`src/rtl/booth_rr_scheduler.sv`:
```
// Round-robin front end for one shared sequential signed Booth multiplier.
// Grants one requester at a time, sequences the multiplier's load/run and returns the tagged product.
module booth_rr_scheduler #(
   parameter int N_REQ   = 4,
   parameter int WIDTH   = 8,
   parameter int MUL_LAT = 9,
   parameter int ID_W    = 2
) (
   input  logic                   clk,
   input  logic                   rst,
   input  logic [N_REQ-1:0]       req_valid,
   input  logic [N_REQ*WIDTH-1:0] req_m,
   input  logic [N_REQ*WIDTH-1:0] req_q,
   output logic [N_REQ-1:0]       req_ready,
   output logic                   rsp_valid,
   input  logic                   rsp_ready,
   output logic [ID_W-1:0]        rsp_id,
   output logic [2*WIDTH-1:0]     rsp_z,
   output logic [WIDTH-1:0]       mul_m,
   output logic [WIDTH-1:0]       mul_q,
   output logic                   mul_rst,
   input  logic [2*WIDTH-1:0]     mul_z,
   output logic                   busy
);

   localparam logic [1:0] ST_IDLE = 2'd0;
   localparam logic [1:0] ST_LOAD = 2'd1;
   localparam logic [1:0] ST_RUN  = 2'd2;
   localparam logic [1:0] ST_RESP = 2'd3;

   localparam int              CNT_W    = $clog2(MUL_LAT + 1);
   localparam logic [CNT_W-1:0] CNT_LAST = CNT_W'(MUL_LAT - 1);
   localparam logic [ID_W-1:0]  LAST_RST = ID_W'(N_REQ - 1);

   logic [1:0]         state_q, state_d;
   logic [CNT_W-1:0]   cnt_q, cnt_d;
   logic [ID_W-1:0]    last_grant_q, last_grant_d;
   logic               rsp_valid_q, rsp_valid_d;
   logic [ID_W-1:0]    rsp_id_q, rsp_id_d;
   logic [2*WIDTH-1:0] rsp_z_q, rsp_z_d;
   logic [WIDTH-1:0]   mul_m_q, mul_m_d;
   logic [WIDTH-1:0]   mul_q_q, mul_q_d;
   logic               mul_rst_q, mul_rst_d;
   logic               busy_q, busy_d;

   logic [ID_W-1:0]    grant_s;
   logic               found_s;
   logic [WIDTH-1:0]   sel_m_s;
   logic [WIDTH-1:0]   sel_q_s;
   int                 dist_s;
   int                 best_s;
   logic               take_s;

   // Round-robin pick: the valid requester at the smallest distance past last_grant wins.
   always_comb begin
      grant_s = '0;
      found_s = 1'b0;
      sel_m_s = '0;
      sel_q_s = '0;
      dist_s  = 0;
      best_s  = N_REQ;
      take_s  = 1'b0;
      for (int i = 0; i < N_REQ; i++) begin
         dist_s  = (i > int'(last_grant_q)) ? (i - int'(last_grant_q) - 1)
                                            : (i - int'(last_grant_q) - 1 + N_REQ);
         take_s  = req_valid[i] && (dist_s < best_s);
         best_s  = take_s ? dist_s : best_s;
         grant_s = take_s ? ID_W'(i) : grant_s;
         found_s = take_s | found_s;
         sel_m_s = take_s ? req_m[i*WIDTH +: WIDTH] : sel_m_s;
         sel_q_s = take_s ? req_q[i*WIDTH +: WIDTH] : sel_q_s;
      end
   end

   // Accept strobe is combinational so a requester sees it in the same IDLE cycle.
   always_comb begin
      req_ready = '0;
      for (int i = 0; i < N_REQ; i++) begin
         req_ready[i] = (state_q == ST_IDLE) && found_s && (grant_s == ID_W'(i));
      end
   end

   // Sequencing: IDLE accept -> LOAD (multiplier held in reset) -> RUN count -> RESP hold.
   always_comb begin
      state_d      = state_q;
      cnt_d        = cnt_q;
      last_grant_d = last_grant_q;
      rsp_valid_d  = rsp_valid_q;
      rsp_id_d     = rsp_id_q;
      rsp_z_d      = rsp_z_q;
      mul_m_d      = mul_m_q;
      mul_q_d      = mul_q_q;
      case (state_q)
         ST_IDLE: begin
            if (found_s) begin
               mul_m_d  = sel_m_s;
               mul_q_d  = sel_q_s;
               rsp_id_d = grant_s;
               state_d  = ST_LOAD;
            end else begin
               state_d  = ST_IDLE;
            end
         end
         ST_LOAD: begin
            cnt_d   = '0;
            state_d = ST_RUN;
         end
         ST_RUN: begin
            if (cnt_q == CNT_LAST) begin
               rsp_z_d     = mul_z;
               rsp_valid_d = 1'b1;
               state_d     = ST_RESP;
            end else begin
               cnt_d       = cnt_q + CNT_W'(1);
            end
         end
         ST_RESP: begin
            if (rsp_ready) begin
               rsp_valid_d  = 1'b0;
               last_grant_d = rsp_id_q;
               state_d      = ST_IDLE;
            end else begin
               state_d      = ST_RESP;
            end
         end
         default: begin
            state_d = ST_IDLE;
         end
      endcase
      mul_rst_d = (state_d != ST_RUN);
      busy_d    = (state_d != ST_IDLE);
   end

   // State and output registers with synchronous reset.
   always_ff @(posedge clk) begin
      if (rst) begin
         state_q      <= ST_IDLE;
         cnt_q        <= '0;
         last_grant_q <= LAST_RST;
         rsp_valid_q  <= 1'b0;
         rsp_id_q     <= '0;
         rsp_z_q      <= '0;
         mul_m_q      <= '0;
         mul_q_q      <= '0;
         mul_rst_q    <= 1'b1;
         busy_q       <= 1'b0;
      end else begin
         state_q      <= state_d;
         cnt_q        <= cnt_d;
         last_grant_q <= last_grant_d;
         rsp_valid_q  <= rsp_valid_d;
         rsp_id_q     <= rsp_id_d;
         rsp_z_q      <= rsp_z_d;
         mul_m_q      <= mul_m_d;
         mul_q_q      <= mul_q_d;
         mul_rst_q    <= mul_rst_d;
         busy_q       <= busy_d;
      end
   end

   assign rsp_valid = rsp_valid_q;
   assign rsp_id    = rsp_id_q;
   assign rsp_z     = rsp_z_q;
   assign mul_m     = mul_m_q;
   assign mul_q     = mul_q_q;
   assign mul_rst   = mul_rst_q;
   assign busy      = busy_q;

endmodule

```
`config.mk`:
```
export PLATFORM = sky130hd
export DESIGN_NAME = booth_rr_scheduler
export DESIGN_NICKNAME = d
export VERILOG_FILES = /design/src/rtl/booth_rr_scheduler.sv
export SDC_FILE = /design/constraint.sdc
export NUM_CORES = 1
export LEC_CHECK = 0
export ABC_AREA = 0
export BUFFER_PORTS_ARGS = -buffer_cell sky130_fd_sc_hd__buf_2
export CORE_ASPECT_RATIO = 1.5
export CORE_MARGIN = 10
export CORE_UTILIZATION = 30
export DETAILED_ROUTE_END_ITERATION = 12
export PLACE_DENSITY_LB_ADDON = 0.25
export REMOVE_ABC_BUFFERS = 1
export SLEW_MARGIN = 0
export SYNTH_ARGS = -nofsm -noshare
export SYNTH_HDL_FRONTEND = slang
export SYNTH_SLANG_ARGS = --single-unit
```
`constraint.sdc`:
```
create_clock -name clk -period 8.8 [get_ports clk]
set_clock_uncertainty 0.2 [all_clocks]
set_input_delay 0.88 -clock clk [delete_from_list [all_inputs] [get_ports clk]]
set_output_delay 0.88 -clock clk [all_outputs]
set_load 0.03 [all_outputs]
```
==> results of run 1 <==
power breakdown:
part / switching [mW] / internal, mW
Clock: 0.0818 / 0.105
Combinational: 0.134 / 0.0720
Sequential: 0.0150 / 0.223
cells in the final DEF (no fill, tap or decap), types with 2 or more instances in the layout:
| cell | netlist | final |
|---|---|---|
| buf_2 | 9 | 127 |
| nand2_1 | 62 | 62 |
| nor2_1 | 45 | 45 |
| dfxtp_1 | 45 | 45 |
| a21oi_1 | 40 | 39 |
| a211oi_1 | 17 | 17 |
| ha_1 | 17 | 17 |
| nor4b_1 | 16 | 16 |
| a221o_1 | 16 | 16 |
| inv_1 | 13 | 13 |
| o21ai_0 | 8 | 8 |
| buf_4 | 0 | 6 |
| nor2b_1 | 6 | 5 |
| a31oi_1 | 5 | 5 |
| clkbuf_16 | 0 | 5 |
| nand2b_1 | 4 | 4 |
| nor3_1 | 4 | 4 |
| nor3b_2 | 3 | 3 |
| o21ai_1 | 5 | 3 |
| nor3b_1 | 3 | 3 |
| and2_1 | 3 | 3 |
| and3_1 | 3 | 3 |
| conb_1 | 2 | 3 |
| clkinvlp_4 | 0 | 3 |
| xnor2_1 | 2 | 2 |
| a21o_1 | 2 | 2 |
| o21ai_2 | 0 | 2 |
| a32o_1 | 2 | 2 |
| and4_1 | 2 | 2 |
| a211o_1 | 2 | 2 |
worst max path at each step:
| stage | start | endpoint | slack [ps] |
|---|---|---|---|
| floorplan | last_grant_q[0] | req_ready[3] | -890 |
| global placement | last_grant_q[0] | req_ready[1] | 1130 |
| detailed placement | last_grant_q[0] | req_ready[1] | 890 |
| CTS | last_grant_q[0] | req_ready[1] | 590 |
| global route | last_grant_q[0] | req_ready[1] | 20 |
| finish | last_grant_q[0] | req_ready[1] | 780 |
critical path, stage by stage, from the launching register on:
cell	delay, ps
dfxtp_1	480
inv_1	150
ha_1	230
ha_1	230
nor2b_2	120
buf_4	260
nand2_1	90
ha_1	290
nor2b_1	180
o21ai_1	150
a21oi_4	390
buf_4	330
nand2_1	90
ha_1	290
a21oi_1	140
nand2_1	90
nor3_2	250
o21a_1	330
and2_1	190
nor2_1	50
ha_1	280
nor3b_2	190
nor3b_1	130
o21ai_0	130
and4b_1	680
or2_2	470
and4_1	240
buf_2	210
flip-flops by register name (all words and copies together), names as in the netlist:
| name | cells |
|---|---|
| state_q | 2 |
| mul_m | 8 |
| rsp_valid | 1 |
| rsp_z | 16 |
| mul_q | 8 |
| rsp_id | 2 |
| last_grant_q | 2 |
| cnt_q | 4 |
| mul_rst | 1 |
| busy | 1 |
synthesized netlist by cell type, types with 4 or more instances:
| library cell | n | area, µm² |
|---|---|---|
| a211oi_1 | 17 | 128 |
| a21oi_1 | 40 | 200 |
| a221o_1 | 16 | 160 |
| a31oi_1 | 5 | 31.3 |
| buf_2 | 9 | 45.0 |
| clkbuf_1 | 17 | 63.8 |
| dfxtp_1 | 45 | 901 |
| ha_1 | 17 | 213 |
| inv_1 | 13 | 48.8 |
| nand2_1 | 62 | 233 |
| nand2b_1 | 4 | 25.0 |
| nor2_1 | 45 | 169 |
| nor2b_1 | 6 | 37.5 |
| nor3_1 | 4 | 20.0 |
| nor4b_1 | 16 | 140 |
| o21ai_0 | 8 | 40.0 |
| o21ai_1 | 5 | 25.0 |
what timing repair did:
action / 4_1_cts / 5_1_grt
hold endpoints to repair: 0 / 0
setup endpoints to repair: 0 / 2
resized for setup: 0 / 1
cell type report:
type | count | share of cell area, %
Clock inverter | 3 | 0.609
Tap cell | 112 | 3.79
Timing Repair Buffer | 133 | 18.4
Inverter | 13 | 1.32
Sequential cell | 45 | 24.3
Multi-Input combinational cell | 288 | 48.2
Clock buffer | 5 | 3.38
cell families after synthesis:
family / synth area share [%]
muxes: 0.395
DFF: 31.6
adders and majority gates: 7.46
other: 0.263
buffers and inverters: 6.72
AOI/OAI and AO/OA: 24.4
and+or+nand+nor: 28.3
xor gates and xnor gates: 0.922
metrics by stage:
stage                     utilization [%]  power, mW
after floorplan                         -      0.372
after global placement               38.4      0.448
after detailed placement             38.4      0.450
after CTS                            40.0      0.637
after global routing                 40.0      0.669
final                                40.0      0.631
routing by layer:
layer / vias to the layer above / global-route usage, % / wire (µm)
li1: 1549 / - / -
met1: 1389 / 14.7 / 3870
met2: 130 / 21.7 / 4610
met3: 14 / 4.56 / 849
met4: 0 / 5.07 / 212
met5: - / 0 / 0
==> impl_results.md, run 1 <==
- Status: finished, final reports clean
- Synth warn: 0
- Clock sinks: 45
- Final non-filler cell area: between 3000 and 4000 µm²
- Lkg Pwr: approximately 1.7 nW
- Final Setup Violations: 0
- Syn Area/Cell: roughly 7.6 µm²
- Post-synth EDFFs: 0
- CTS Hold Buffers Added: 0
- Vias: between 3000 and 4000
- Core Box Area: approximately 9000 µm²
- Clock buffer depth: 2
- Initial antenna violation count: 0
- DRC: 0
- Root Buffer: clkbuf_16
- Detailed-router iteration count before antenna repair: 7
- CP arrival: roughly 7000 ps
- Area occupied by multi-input gates: roughly 1800 µm²
- Drt initial violations: 124
- Peak Freq: roughly 120 MHz
- Synth unique cells: between 40 and 50
- Vias per Instance: roughly 5
- P&R area growth vs syn: 29.9%
- Reg-to-reg slack, setup: 2110 ps
- Peak supply drop: 0.157 mV
- Drt wl/cell: 15.9 µm
- Rows: 43
- Reg2Reg Depth: 26
- Starting Density: 30.8%
- TNS Setup: 0 ps
- PortBufs: 127
- WP data required: ~7700 ps
- Setup crit end kind: output pin
- Fin worst setup slack: approximately 800 ps
- RSZ-0062 raised after global routing: false
- Hold path start: rsp_z[12]
- CP Launch Type: flop
- Async S/R FF share, synth: 0%
- Critical path peak fanout: 23
- HP Class: flop to flop
- R2r startpoint: last_grant_q[0]
- Nets: between 500 and 600
- First-pass GRT wire length: ~15000 µm
- RR Endpoint: mul_q[3]
- Placed cells: slightly below 600
- Synth Register Bits: 45
- RePlAce Congestion: between 0.8 and 0.9
- Hold Path Sink: rsp_z[12]
- Remaining Overflow, GRT: 0
- GRT Overall Usage: about an eighth
- Placed cell areas: ~3600 µm²
- Worst slew margin: between 50% and 60%
- Total clock buffers created by CTS: 5
- Post-route ant nets: 0
- Netlist Area Pre-Place: 2850 µm²
- Final hold violation count: 0
- Crit path time final: around 8000 ps
- Number of H-tree levels: 2
- Worst slew pin tran: 729 ps
- FF/Latch Area: 901 µm²
- Chip width: approximately 100 µm
- CTS tree: done
- Vias in the first global route: between 3000 and 4000
- Number of cells on the worst hold path: 2
- Top Ports: 128
- Diode count: 0
- Filler cell count: between 900 and 1000
- Setup WS pre-CTS: a little under 900 ps
- Detailed placement HPWL: 7560 µm
- Max Cap Viol: 0
- Min Hold Slack: 251 ps
- Fin. max-slew vios: 0
- Finished Layout Cells: approximately 600
- Power density cells: ~170 nW/µm²
- Layout cell share with drive strength beyond 1: 31.2%
- Largest net degree at the start of global routing: 33
- Die ar.: 13900 µm²
- Postcts setup bufs: 0
- Tcrit/Tclk final: around 90%
- Crit path kind: flop to output pin
- Die H: 139 µm
- Clk slew on worst S/H paths: 70 ps
- Seq/Total Area, Yosys: between 30% and 40%
- Ys flop type: dfxtp_1
- Cells after synthesis: around 380
- Drt total wl: about 9500 µm
- Clk_lat worst skew: approximately 290 ps
Note: power is estimated with default switching activity, not from simulation.
==> run 2: changes to the inputs <==
CAP_MARGIN = 5   (was unset)
CORE_UTILIZATION = 45   (was 30)
==> impl_results.md, run 2 (synthesized netlist as in run 1, its figures left out) <==
- Drt initial violations: 148 (was 124)
- Crit path time final: 7690 ps (was 8020 ps)
- Die ar.: 9980 µm² (was 13900 µm²)
- Layout Utilization: 58.2% (was 40.0%)
- Min Hold Slack: 255 ps (was 251 ps)
- Final hold violation count: 0 (unchanged)
- Clock buffer depth: 2 (unchanged)
- Chip width: 85.0 µm (was 99.6 µm)
- Clk_lat worst skew: 300 ps (was 290 ps)
- Drt wl/cell: 15.9 µm (about the same)
- First-pass GRT wire length: 14800 µm (was 15200 µm)
- Total clock buffers created by CTS: 5 (unchanged)
- Fin worst setup slack: 1110 ps (was 780 ps)
- Commonest non-fill, non-tap cell in the layout: buf_2 (unchanged)
- Area occupied by multi-input gates: 1770 µm² (was 1780 µm²)
- CP arrival: 6610 ps (was 6940 ps)
- Initial antenna violation count: 1 (was 0)
- Peak supply drop: 0.0693 mV (was 0.157 mV)
- Worst path most repeated cell: ha_1 (unchanged)
- Top Ports: 128 (unchanged)
- Clock sinks: 45 (unchanged)
- Crit-path max cell delay: 490 ps (was 680 ps)
- Detailed placement HPWL: 6920 µm (was 7560 µm)
- Postcts setup bufs: 0 (unchanged)
- P&R area growth vs syn: 26.0% (was 29.9%)
- Final Setup Violations: 0 (unchanged)
- Slowest CP cell: dfxtp_1 (was and4b_1)
- Post-route ant nets: 0 (unchanged)
- Nets: 590 (unchanged)
- Crit path kind: flop to output pin (unchanged)
- CTS tree: done (unchanged)
- Core Box Area: 6170 µm² (was 9250 µm²)
- DRC: 0 (unchanged)
- Remaining Overflow, GRT: 0 (unchanged)
- Setup WS pre-CTS: 1500 ps (was 892 ps)
- Power density cells: 161 nW/µm² (was 170 nW/µm²)
- Peak Freq: 130 MHz (was 125 MHz)
- Vias in the first global route: 3216 (was 3106)
- PortBufs: 127 (unchanged)
- Detailed-router iteration count before antenna repair: 4 (was 7)
- Vias: 3097 (was 3082)
- Clk slew on worst S/H paths: 90 ps (was 70 ps)
- Largest register FFs: 16 (unchanged)
- Drt total wl: 8950 µm (was 9550 µm)
- CP Launch Type: flop (unchanged)
- RSZ-0062 raised after global routing: false (unchanged)
- Post_cts resized: 0 (unchanged)
- Commonest non-fill, non-tap cells in the layout: buf_2, nand2_1, nor2_1, dfxtp_1, a21oi_1 (unchanged)
- Starting Density: 46.2% (was 30.8%)
- WP data required: 7720 ps (about the same)
- CTS Hold Buffers Added: 0 (unchanged)
- Setup crit end kind: output pin (unchanged)
- Fin. max-slew vios: 0 (unchanged)
- Filler cell count: 600 (was 986)
- Layout cell share with drive strength beyond 1: 30.8% (was 31.2%)
- Worst slew pin tran: 1220 ps (was 729 ps)
- Worst slew margin: 18.3% (was 51.4%)
- HP Class: flop to flop (unchanged)
- Lkg Pwr: 1.64 nW (was 1.66 nW)
- Critical path peak fanout: 40 (was 23)
- FF/Latch Area: 901 µm² (unchanged)
- Max Cap Viol: 0 (unchanged)
- Largest net degree at the start of global routing: 41 (was 33)
- Rows: 35 (was 43)
- Root Buffer: clkbuf_8 (was clkbuf_16)
- Status: finished, final reports clean (unchanged)
- Tcrit/Tclk final: 87.4% (was 91.1%)
- RePlAce Congestion: 0.861 (was 0.819)
- Vias per Instance: 5.51 (was 5.15)
- Number of H-tree levels: 2 (unchanged)
- Die H: 117 µm (was 139 µm)
- GRT Overall Usage: 17.2% (was 13.0%)
==> run 2: path summary, 6_finish.rpt <==
path,to,cells past startpoint,from,slack (ps)
min,rsp_z[9],2,rsp_z[9],260
min reg2reg,rsp_z[9],2,rsp_z[9],260
max,req_ready[3],28,last_grant_q[0],1110
max reg2reg,mul_m[1],26,last_grant_q[0],1700
==> run 2: critical path: cells and delay by family, from the launching register on <==
family	cells	cell delay [ps]
AO/OA/AOI/OAI	7	1420
adder cells (fa/ha/maj)	5	1200
buffers and inverters	5	1090
flip-flops	1	490
AND/OR/NAND/NOR	11	2090
==> run 2: layer usage <==
layer / GRT usage, % / part of all wire (%) / vias to the layer above
li1: - / - / 1553
met1: 18.4 / 40 / 1401
met2: 30.1 / 50 / 124
met3: 4.85 / 7.4 / 19
met4: 7.44 / 2.5 / 0
met5: 0 / 0 / -
==> run 2: where the power goes <==
part           switching [mW]  internal (mW)  leakage [nW]  total [mW]
Sequential             0.0156          0.223         0.367       0.239
Clock                  0.0764         0.0574        0.0448       0.134
Combinational           0.132         0.0721          1.23       0.205
Total                   0.224          0.353          1.64       0.577
==> run 2: cell type report <==
| class | count | area share [%] |
|---|---|---|
| multi-input combinational | 288 | 49.4 |
| sequential | 45 | 25.1 |
| timing repair buffer | 133 | 18.9 |
| tap | 74 | 2.58 |
| clock buffer | 5 | 1.92 |
| inverter | 13 | 1.36 |
| clock inverter | 3 | 0.697 |
| antenna | 1 | 0.0697 |
==> run 2: stage by stage <==
stage / std cells / instance area (µm²) / total power [mW] / setup TNS [ps]
finish: 562 / 3590 / 0.577 / 0
global route: 562 / 3590 / 0.611 / 0
CTS: 561 / 3590 / 0.582 / 0
detailed placement: 553 / 3500 / 0.447 / 0
global placement: 553 / 3500 / 0.444 / 0
floorplan: 346 / 2710 / 0.372 / -2100
